File: src/rtl/ifetch_unit.sv
// ifetch_unit: owns the PC, fetches one word at a time, skids one word on stall.
// Define IFETCH_MISALIGN_CHECK_EN to trap misaligned redirect targets on misalign_o.
module ifetch_unit #(
   parameter logic [31:0] RESET_PC = 32'h0000_0000,
   parameter logic [31:0] NOP_INST = 32'h0000_0013
) (
   input  logic        clk,
   input  logic        rst,
   output logic        imem_req,
   output logic [31:0] imem_addr,
   input  logic [31:0] imem_rdata,
   input  logic        imem_rvalid,
   input  logic        stall,
   input  logic        redirect,
   input  logic [31:0] redirect_pc,
   output logic [31:0] inst_o,
   output logic [31:0] pc_o,
   output logic [31:0] pc4_o,
   output logic        inst_valid
`ifdef IFETCH_MISALIGN_CHECK_EN
   ,
   output logic        misalign_o
`endif
);

`ifdef IFETCH_MISALIGN_CHECK_EN
   typedef enum logic [2:0] {
      S_BOOT, S_FETCH, S_HOLD, S_FLUSH, S_TRAP
   } state_t;
   logic mis_q, mis_d;
   logic owe_q, owe_d;
`else
   typedef enum logic [2:0] {
      S_BOOT, S_FETCH, S_HOLD, S_FLUSH
   } state_t;
`endif

   state_t      state_q, state_d;
   logic [31:0] fpc_q, fpc_d;
   logic        req_q, req_d;
   logic [31:0] inst_q, inst_d;
   logic [31:0] pc_q, pc_d;
   logic [31:0] pc4_q, pc4_d;
   logic        vld_q, vld_d;
   logic [31:0] skid_inst_q, skid_inst_d;
   logic [31:0] skid_pc_q, skid_pc_d;
   logic [31:0] tgt;
   logic        pend;

   always_comb begin
      state_d     = state_q;
      fpc_d       = fpc_q;
      inst_d      = inst_q;
      pc_d        = pc_q;
      pc4_d       = pc4_q;
      vld_d       = vld_q;
      skid_inst_d = skid_inst_q;
      skid_pc_d   = skid_pc_q;
      tgt         = redirect_pc & 32'hFFFF_FFFC;
      pend        = (state_q == S_FETCH) || (state_q == S_FLUSH);
`ifdef IFETCH_MISALIGN_CHECK_EN
      mis_d = mis_q;
      owe_d = owe_q;
      pend  = pend || ((state_q == S_TRAP) && owe_q);
`endif

      unique case (state_q)
         S_BOOT: state_d = S_FETCH;
         S_FETCH: begin
            if (imem_rvalid) begin
               fpc_d = fpc_q + 32'd4;
               if (!vld_q || !stall) begin
                  inst_d = imem_rdata;
                  pc_d   = fpc_q;
                  pc4_d  = fpc_q + 32'd4;
                  vld_d  = 1'b1;
               end else begin
                  skid_inst_d = imem_rdata;
                  skid_pc_d   = fpc_q;
                  state_d     = S_HOLD;
               end
            end else if (vld_q && !stall) begin
               vld_d  = 1'b0;
               inst_d = NOP_INST;
            end
         end
         S_HOLD: begin
            if (!stall) begin
               inst_d      = skid_inst_q;
               pc_d        = skid_pc_q;
               pc4_d       = skid_pc_q + 32'd4;
               skid_inst_d = 32'h0;
               skid_pc_d   = 32'h0;
               state_d     = S_FETCH;
            end
         end
         S_FLUSH: begin
            if (imem_rvalid) state_d = S_FETCH;
         end
`ifdef IFETCH_MISALIGN_CHECK_EN
         S_TRAP: begin
            if (imem_rvalid) owe_d = 1'b0;
         end
`endif
         default: ;
      endcase

      // Redirect wins; a response still owed is squashed via S_FLUSH
      if (redirect) begin
         vld_d       = 1'b0;
         inst_d      = NOP_INST;
         pc_d        = pc_q;
         pc4_d       = pc4_q;
         skid_inst_d = 32'h0;
         skid_pc_d   = 32'h0;
         fpc_d       = tgt;
         state_d     = (pend && !imem_rvalid) ? S_FLUSH : S_FETCH;
`ifdef IFETCH_MISALIGN_CHECK_EN
         mis_d = 1'b0;
         owe_d = 1'b0;
         if (redirect_pc[1:0] != 2'b00) begin
            fpc_d   = fpc_q;
            mis_d   = 1'b1;
            owe_d   = pend && !imem_rvalid;
            state_d = S_TRAP;
         end
`endif
      end

      req_d = (state_d == S_FETCH);
   end

   always_ff @(posedge clk or negedge rst) begin
      if (!rst) begin
         state_q     <= S_BOOT;
         fpc_q       <= RESET_PC;
         req_q       <= 1'b0;
         inst_q      <= NOP_INST;
         pc_q        <= RESET_PC;
         pc4_q       <= RESET_PC + 32'd4;
         vld_q       <= 1'b0;
         skid_inst_q <= 32'h0;
         skid_pc_q   <= 32'h0;
      end else begin
         state_q     <= state_d;
         fpc_q       <= fpc_d;
         req_q       <= req_d;
         inst_q      <= inst_d;
         pc_q        <= pc_d;
         pc4_q       <= pc4_d;
         vld_q       <= vld_d;
         skid_inst_q <= skid_inst_d;
         skid_pc_q   <= skid_pc_d;
      end
   end

`ifdef IFETCH_MISALIGN_CHECK_EN
   always_ff @(posedge clk or negedge rst) begin
      if (!rst) begin
         mis_q <= 1'b0;
         owe_q <= 1'b0;
      end else begin
         mis_q <= mis_d;
         owe_q <= owe_d;
      end
   end

   assign misalign_o = mis_q;
`endif

   assign imem_req   = req_q;
   assign imem_addr  = fpc_q;
   assign inst_o     = inst_q;
   assign pc_o       = pc_q;
   assign pc4_o      = pc4_q;
   assign inst_valid = vld_q;

endmodule

File: config.mk
export PLATFORM = sky130hd
export DESIGN_NAME = ifetch_unit
export DESIGN_NICKNAME = d
export VERILOG_FILES = /design/src/rtl/ifetch_unit.sv
export SDC_FILE = /design/constraint.sdc
export NUM_CORES = 1
export LEC_CHECK = 0
export ABC_AREA = 1
export CAP_MARGIN = 20
export CORE_ASPECT_RATIO = 0.75
export CORE_UTILIZATION = 25
export CTS_BUF_LIST = sky130_fd_sc_hd__clkbuf_8 sky130_fd_sc_hd__clkbuf_16
export CTS_CLUSTER_DIAMETER = 200
export DETAILED_ROUTE_END_ITERATION = 16
export HOLD_SLACK_MARGIN = 0.12
export PLACE_DENSITY = 0.56
export SLEW_MARGIN = 20
export SYNTH_ARGS = -nofsm -noshare
export SYNTH_HDL_FRONTEND = slang
export SYNTH_SLANG_ARGS = --single-unit
File: constraint.sdc
create_clock -name clk -period 1.7 [get_ports clk]
set_input_delay 0.51 -clock clk [delete_from_list [all_inputs] [get_ports clk]]
set_output_delay 0.51 -clock clk [all_outputs]
set_load 0.05 [all_outputs]
==> results of run 1 <==
stage by stage:
stage	util, %	power [mW]
after floorplan	-	10.7
after global placement	39.1	16.2
after detailed placement	39.1	16.3
after CTS	42.4	20.8
after global routing	46.5	22.7
final	46.5	21.8
state kept, by name, indices dropped and copies added, names as in the netlist:
name / cells
imem_addr: 30
imem_req: 1
inst_o: 32
inst_valid: 1
pc4_o: 30
pc_o: 31
skid_inst_q: 32
skid_pc_q: 31
state_q: 3
logic make-up after synthesis:
kind of cell             after synthesis  synth area share, %
AO/OA/AOI/OAI                        228                 13.2
XOR/XNOR                              19                 1.68
adder cells (fa/ha/maj)                2                0.253
buffers and inverters                139                 5.97
flip-flops                           191                 48.3
other                                  1               0.0378
AND/OR/NAND/NOR                      758                 30.5
what timing repair did:
item | CTS | global route
hold buffers | 1 | 0
gates resized for setup | 105 | 313
endpoints found under the hold margin | 25 | 0
pin swaps | 19 | 47
gates cloned | 3 | 18
setup buffers | 38 | 16
setup endpoints to repair | 218 | 202
where the power goes:
part           switching, mW  leakage (nW)  internal (mW)
Clock                   2.09         0.271           1.96
Sequential              1.29          2.38           5.52
Combinational           5.76          5.31           5.22
Total                   9.13          7.96           12.7
final cells by class:
type / count / area (um^2)
antenna: 2 / 5.00
tap: 512 / 641
clock buffer: 17 / 425
clock inverter: 15 / 143
timing repair buffer: 445 / 5940
inverter: 74 / 290
sequential: 191 / 4810
fill: 3707 / 20700
multi-input combinational: 1009 / 5720
worst register-to-register path: cells and delay by family, from the launching register on:
kind                   cells  cell delay, ps
buffers and inverters      5             730
flip-flops                 1             440
AO/OA/AOI/OAI              2             180
AND/OR/NAND/NOR            2             350
layer usage:
layer / share of wire, % / track usage (%) / up-vias
met1: 46 / 27.6 / 5358
met4: 1.8 / 6.03 / 0
met3: 6.4 / 4.31 / 42
li1: - / - / 5162
met5: 0 / 0 / -
met2: 46 / 30.7 / 363
worst max path at each step:
stage,endpoint,slack (ps),start,cells after the start
floorplan,pc4_o[14]$_DFFE_PN0P_,-30,imem_addr[3]$_DFFE_PN0P_,9
global placement,pc4_o[24]$_DFFE_PN0P_,-620,redirect,8
detailed placement,skid_inst_q[19]$_DFFE_PN0P_,-730,stall,9
CTS,pc_o[11]$_DFFE_PN0P_,-50,state_q[2]$_DFF_PN0_,9
global route,pc4_o[25]$_DFFE_PN0P_,-190,state_q[1]$_DFF_PN0_,11
finish,pc_o[18]$_DFFE_PN0P_,-100,state_q[1]$_DFF_PN0_,9
layout by cell type (no fill, tap or decap), types with 39 or more instances in the layout:
| master | count |
|---|---|
| nor2_1 | 117 |
| dfrtp_1 | 165 |
| buf_6 | 40 |
| inv_1 | 67 |
| a21oi_1 | 39 |
| nor2_4 | 53 |
| nand2_2 | 50 |
| buf_12 | 152 |
| clkdlybuf4s50_1 | 62 |
| nand2_1 | 407 |
| buf_4 | 161 |
| nand3_1 | 41 |
==> impl_metrics.json, run 1 <==
{
  "status": "finished with violations",
  "violations": "negative setup slack",
  "cts_root_buf": "clkbuf_16",
  "num_vias": 10900,
  "syn-cell-area_mm2": 0.00991,
  "max_clock_freq_ghz": 0.557,
  "syn_to_final_growth_pct": 81.4,
  "worstHoldPathCells": 2,
  "avgViaCountPerCell": 4.82,
  "ir_drop_mv": 0.773,
  "antenna_found_initial": 2,
  "hold_viol": 0,
  "synth_cell_types": 37,
  "clk_pin_slew_ps": 70,
  "hold_ws_ps": 487,
  "drt_pre_antenna_iters": 5,
  "fin_worst_skew_ps": 17.1,
  "synth.most_common_cell": "nand2_1",
  "final_cell_area_mm2": 0.0180,
  "rsz0062_at_grt": "yes",
  "io_pins": 199,
  "cts_made_buffers": 17,
  "drc": 0,
  "slew_viol_final": 0,
  "synth-async-reset-ratio_pct": 100,
  "yosysTopAreaCell": "dfrtp_1",
  "rows": 62,
  "avgSynthCellArea_um2": 7.41,
  "synth.top_cell.area_share_pct": 47.2,
  "min_period_ps": 1800,
  "ys.flop_type": "dfrtp_1",
  "ys_ff_latch": 191,
  "clock_path_buffers": 2,
  "p_leak_nw": 7.96,
  "crit_path_max_fanout": 7,
  "fin_cells": 2265,
  "synth_commonest_cells": "nand2_1, nor2_1, dfrtp_1",
  "synth_edf_count": 0,
  "worst_slack_ps": -96.2,
  "synthCells": 1338,
  "clock_sinks": 191,
  "slowest_stage": "dfrtp_2",
  "ff2ff_path_depth": 9,
  "critPathMaxStageDelay_ps": 440,
  "wl_per_cell_um": 18.8,
  "die_h_um": 174,
  "dpl_worst_slack_ps": -734,
  "period_share_pct": 106,
  "grt_pass1_wl_um": 61700,
  "ant_nets": 0,
  "gr-total-overflow": 0,
  "clk_latency_ps": 460,
  "yosys_warnings": 0,
  "rr_endpoint": "pc_o[18]$_DFFE_PN0P_",
  "grt_pass1_vias": 10600,
  "path_cells": "buf_6 > nor3_4 > o21ai_4 > buf_6 > nor2_4 > buf_12 > buf_12 > clkbuf_16 > a31oi_4",
  "start_util_pct": 25.6,
  "place_inst": 2160,
  "totalWireLength_um": 42500,
  "core_area_mm2": 0.0386,
  "die_area_mm2": 0.0404,
  "cap_violations": 0,
  "grt_max_degree": 49,
  "path_class": "reg -> reg",
  "synth_area_leaders": "dfrtp_1, nand2_1, nor2_1",
  "cts_tree": "yes",
  "setup_viol": 135,
  "htreeDepth": 4,
  "crit_family": "buffers and inverters",
  "r2r-start": "state_q[1]$_DFF_PN0_",
  "drive_gt1_share_pct": 39.1,
  "place_area_mm2": 0.0151,
  "start_kind": "register",
  "worstHoldStart": "skid_inst_q[29]$_DFFE_PN0P_",
  "cp.required_ps": 2040,
  "ys_seq_area_share_pct": 48.3,
  "arrival_ps": 2140,
  "fp.dieW_um": 232,
  "hpwl_um": 29400,
  "end_kind": "register",
  "holdPathEnd": "skid_inst_q[29]$_DFFE_PN0P_",
  "grtUsageTotal_pct": 19.9,
  "hp-class": "reg -> reg",
  "portBuffers": 194,
  "tns_ps": -5930,
  "drtIter0Drc": 936,
  "place_congestion": 0.926,
  "powerDensity_mw_per_mm2": 1210,
  "crit_buf_inv": 5,
  "final_nets": 1809,
  "r2r_slack_ps": -100
}
(Power assumes the default switching activity.)
==> run 2, diff against run 1 <==
Settings changed: GPL_ROUTABILITY_DRIVEN set to 0.
==> run 2 against run 1 <==
Effect of this change: the flow still finishes with violations (negative setup slack); combinational power hardly changed; utilization is 0.99 points lower; flip-flop and latch count stayed put; first-iteration DRC count is 19% higher; clock power is 7.7% higher; largest cell class unchanged; largest power group unchanged.
==> impl_metrics.json, run 2 (synthesis gave the netlist of run 1 again) <==
{
  "status": "finished with violations",
  "violations": "negative setup slack",
  "path_class": "reg -> reg",
  "cts_tree": "yes",
  "worst_slack_ps": -110,
  "die_h_um": 174,
  "num_vias": 11000,
  "drt_pre_antenna_iters": 5,
  "power.internal_mw": 12.9,
  "dpl_worst_slack_ps": -689,
  "ir_drop_mv": 0.641,
  "finalPower_mw": 21.9,
  "clock_sinks": 191,
  "gr-total-overflow": 0,
  "cts_root_buf": "clkbuf_16",
  "final_util_pct": 45.5,
  "place_area_mm2": 0.0149,
  "seqPwrFrac_pct": 30.8,
  "p_sw_share_pct": 41.1,
  "clkPwrFrac_pct": 19.9,
  "final_nets": 1795,
  "drc": 0,
  "end_kind": "register",
  "clk_pin_slew_ps": 70,
  "tns_ps": -7040,
  "hold_viol": 0,
  "netSwitchingPower_mw": 9.00,
  "final_cell_area_mm2": 0.0176,
  "grt_pass1_vias": 10600,
  "worstHoldPathCells": 4,
  "avgViaCountPerCell": 4.88,
  "power.share.combinational_pct": 49.3,
  "crit_path_max_fanout": 8,
  "hpwl_um": 28900,
  "io_pins": 199,
  "setup_viol": 136,
  "powerDensity_mw_per_mm2": 1240,
  "antenna_found_initial": 3,
  "grt_max_degree": 43,
  "grt_pass1_wl_um": 62900,
  "cap_violations": 0,
  "fp.dieW_um": 232,
  "p_leak_nw": 7.97,
  "start_util_pct": 25.6,
  "cp.required_ps": 2050,
  "period_share_pct": 106,
  "core_area_mm2": 0.0386,
  "cts_made_buffers": 17,
  "final_common_cell": "nand2_1",
  "hold_ws_ps": 484,
  "fin_worst_skew_ps": 12.9,
  "grtUsageTotal_pct": 20.6,
  "clock_path_buffers": 2,
  "rows": 62,
  "rsz0062_at_grt": "yes",
  "start_kind": "register",
  "totalWireLength_um": 43200,
  "portBuffers": 194,
  "fin_cells": 2251,
  "arrival_ps": 2160,
  "min_period_ps": 1810,
  "drive_gt1_share_pct": 35.5,
  "fill_cells": 3675,
  "hp-class": "in -> reg",
  "max_clock_freq_ghz": 0.552,
  "wl_per_cell_um": 19.2,
  "syn_to_final_growth_pct": 77.5,
  "clk_latency_ps": 470,
  "ant_nets": 0,
  "slew_viol_final": 0,
  "ff2ff_path_depth": 10,
  "mostFrequentLayoutCells": "nand2_1, dfrtp_1, buf_12, buf_4, nor2_1",
  "place_inst": 2140,
  "htreeDepth": 4,
  "die_area_mm2": 0.0404,
  "drtIter0Drc": 1111
}
[run 2: critical path, cell delays in order (launching register included)]
cell and delay [ps]:
dfrtp_1 400, buf_6 130, nor3_4 200, o21ai_2 90, buf_6 130, buf_6 110
o21ai_4 160, buf_12 150, buf_8 120, buf_16 130, a21oi_1 60
[run 2: per-layer routing]
metal	track usage, %	vias up	part of all wire, %
li1	-	5131	-
met2	31.4	465	46
met1	29.1	5349	45
met3	4.72	38	8.2
met5	0	-	0.030
met4	5.04	2	1.3
[run 2: timing repair]
item	CTS	global route
gates cloned	10	12
endpoints found under the setup margin	198	204
buffers inserted	45	14
hold endpoints to repair	16	0
resized for setup	102	238
pin swaps	14	18
hold buffers	1	0
[run 2: path summary, 6_finish.rpt]
kind,slack [ps],to,startpoint
max,-110,inst_o[3]$_DFFE_PN0P_,state_q[2]$_DFF_PN0_
min,480,state_q[1]$_DFF_PN0_,imem_rvalid
max reg2reg,-110,inst_o[3]$_DFFE_PN0P_,state_q[2]$_DFF_PN0_
min reg2reg,500,skid_inst_q[30]$_DFFE_PN0P_,skid_inst_q[30]$_DFFE_PN0P_
max in group asynchronous,590,inst_o[1]$_DFFE_PN1P_,rst
min in group asynchronous,510,skid_pc_q[13]$_DFFE_PN0P_,rst
[run 2: power groups by stage]
| stage | logic (mW) | clock network [mW] | registers (mW) |
|---|---|---|---|
| finish | 10.8 | 4.36 | 6.74 |
| global route | 11.3 | 4.60 | 6.86 |
| CTS | 10.2 | 4.44 | 6.67 |
| detailed placement | 9.50 | 0 | 6.74 |
| global placement | 9.41 | 0 | 6.75 |
| floorplan | 1.68 | 0 | 9.03 |
[run 2: layout make-up]
cell class	count	area, um^2	area share (%)
Sequential cell	191	4810	27.3
Antenna cell	2	5.00	0.0285
Tap cell	512	641	3.64
Inverter	74	299	1.70
Clock inverter	15	195	1.11
Multi-Input combinational cell	1009	5330	30.3
Clock buffer	17	425	2.42
Timing Repair Buffer	431	5880	33.4
==> run 3, diff against run 2 <==
Settings changed: HOLD_SLACK_MARGIN 0.12 to 0.05.
==> results of run 3 <==
Same layout as run 2: the final DEF is identical, and so are final timing and power.
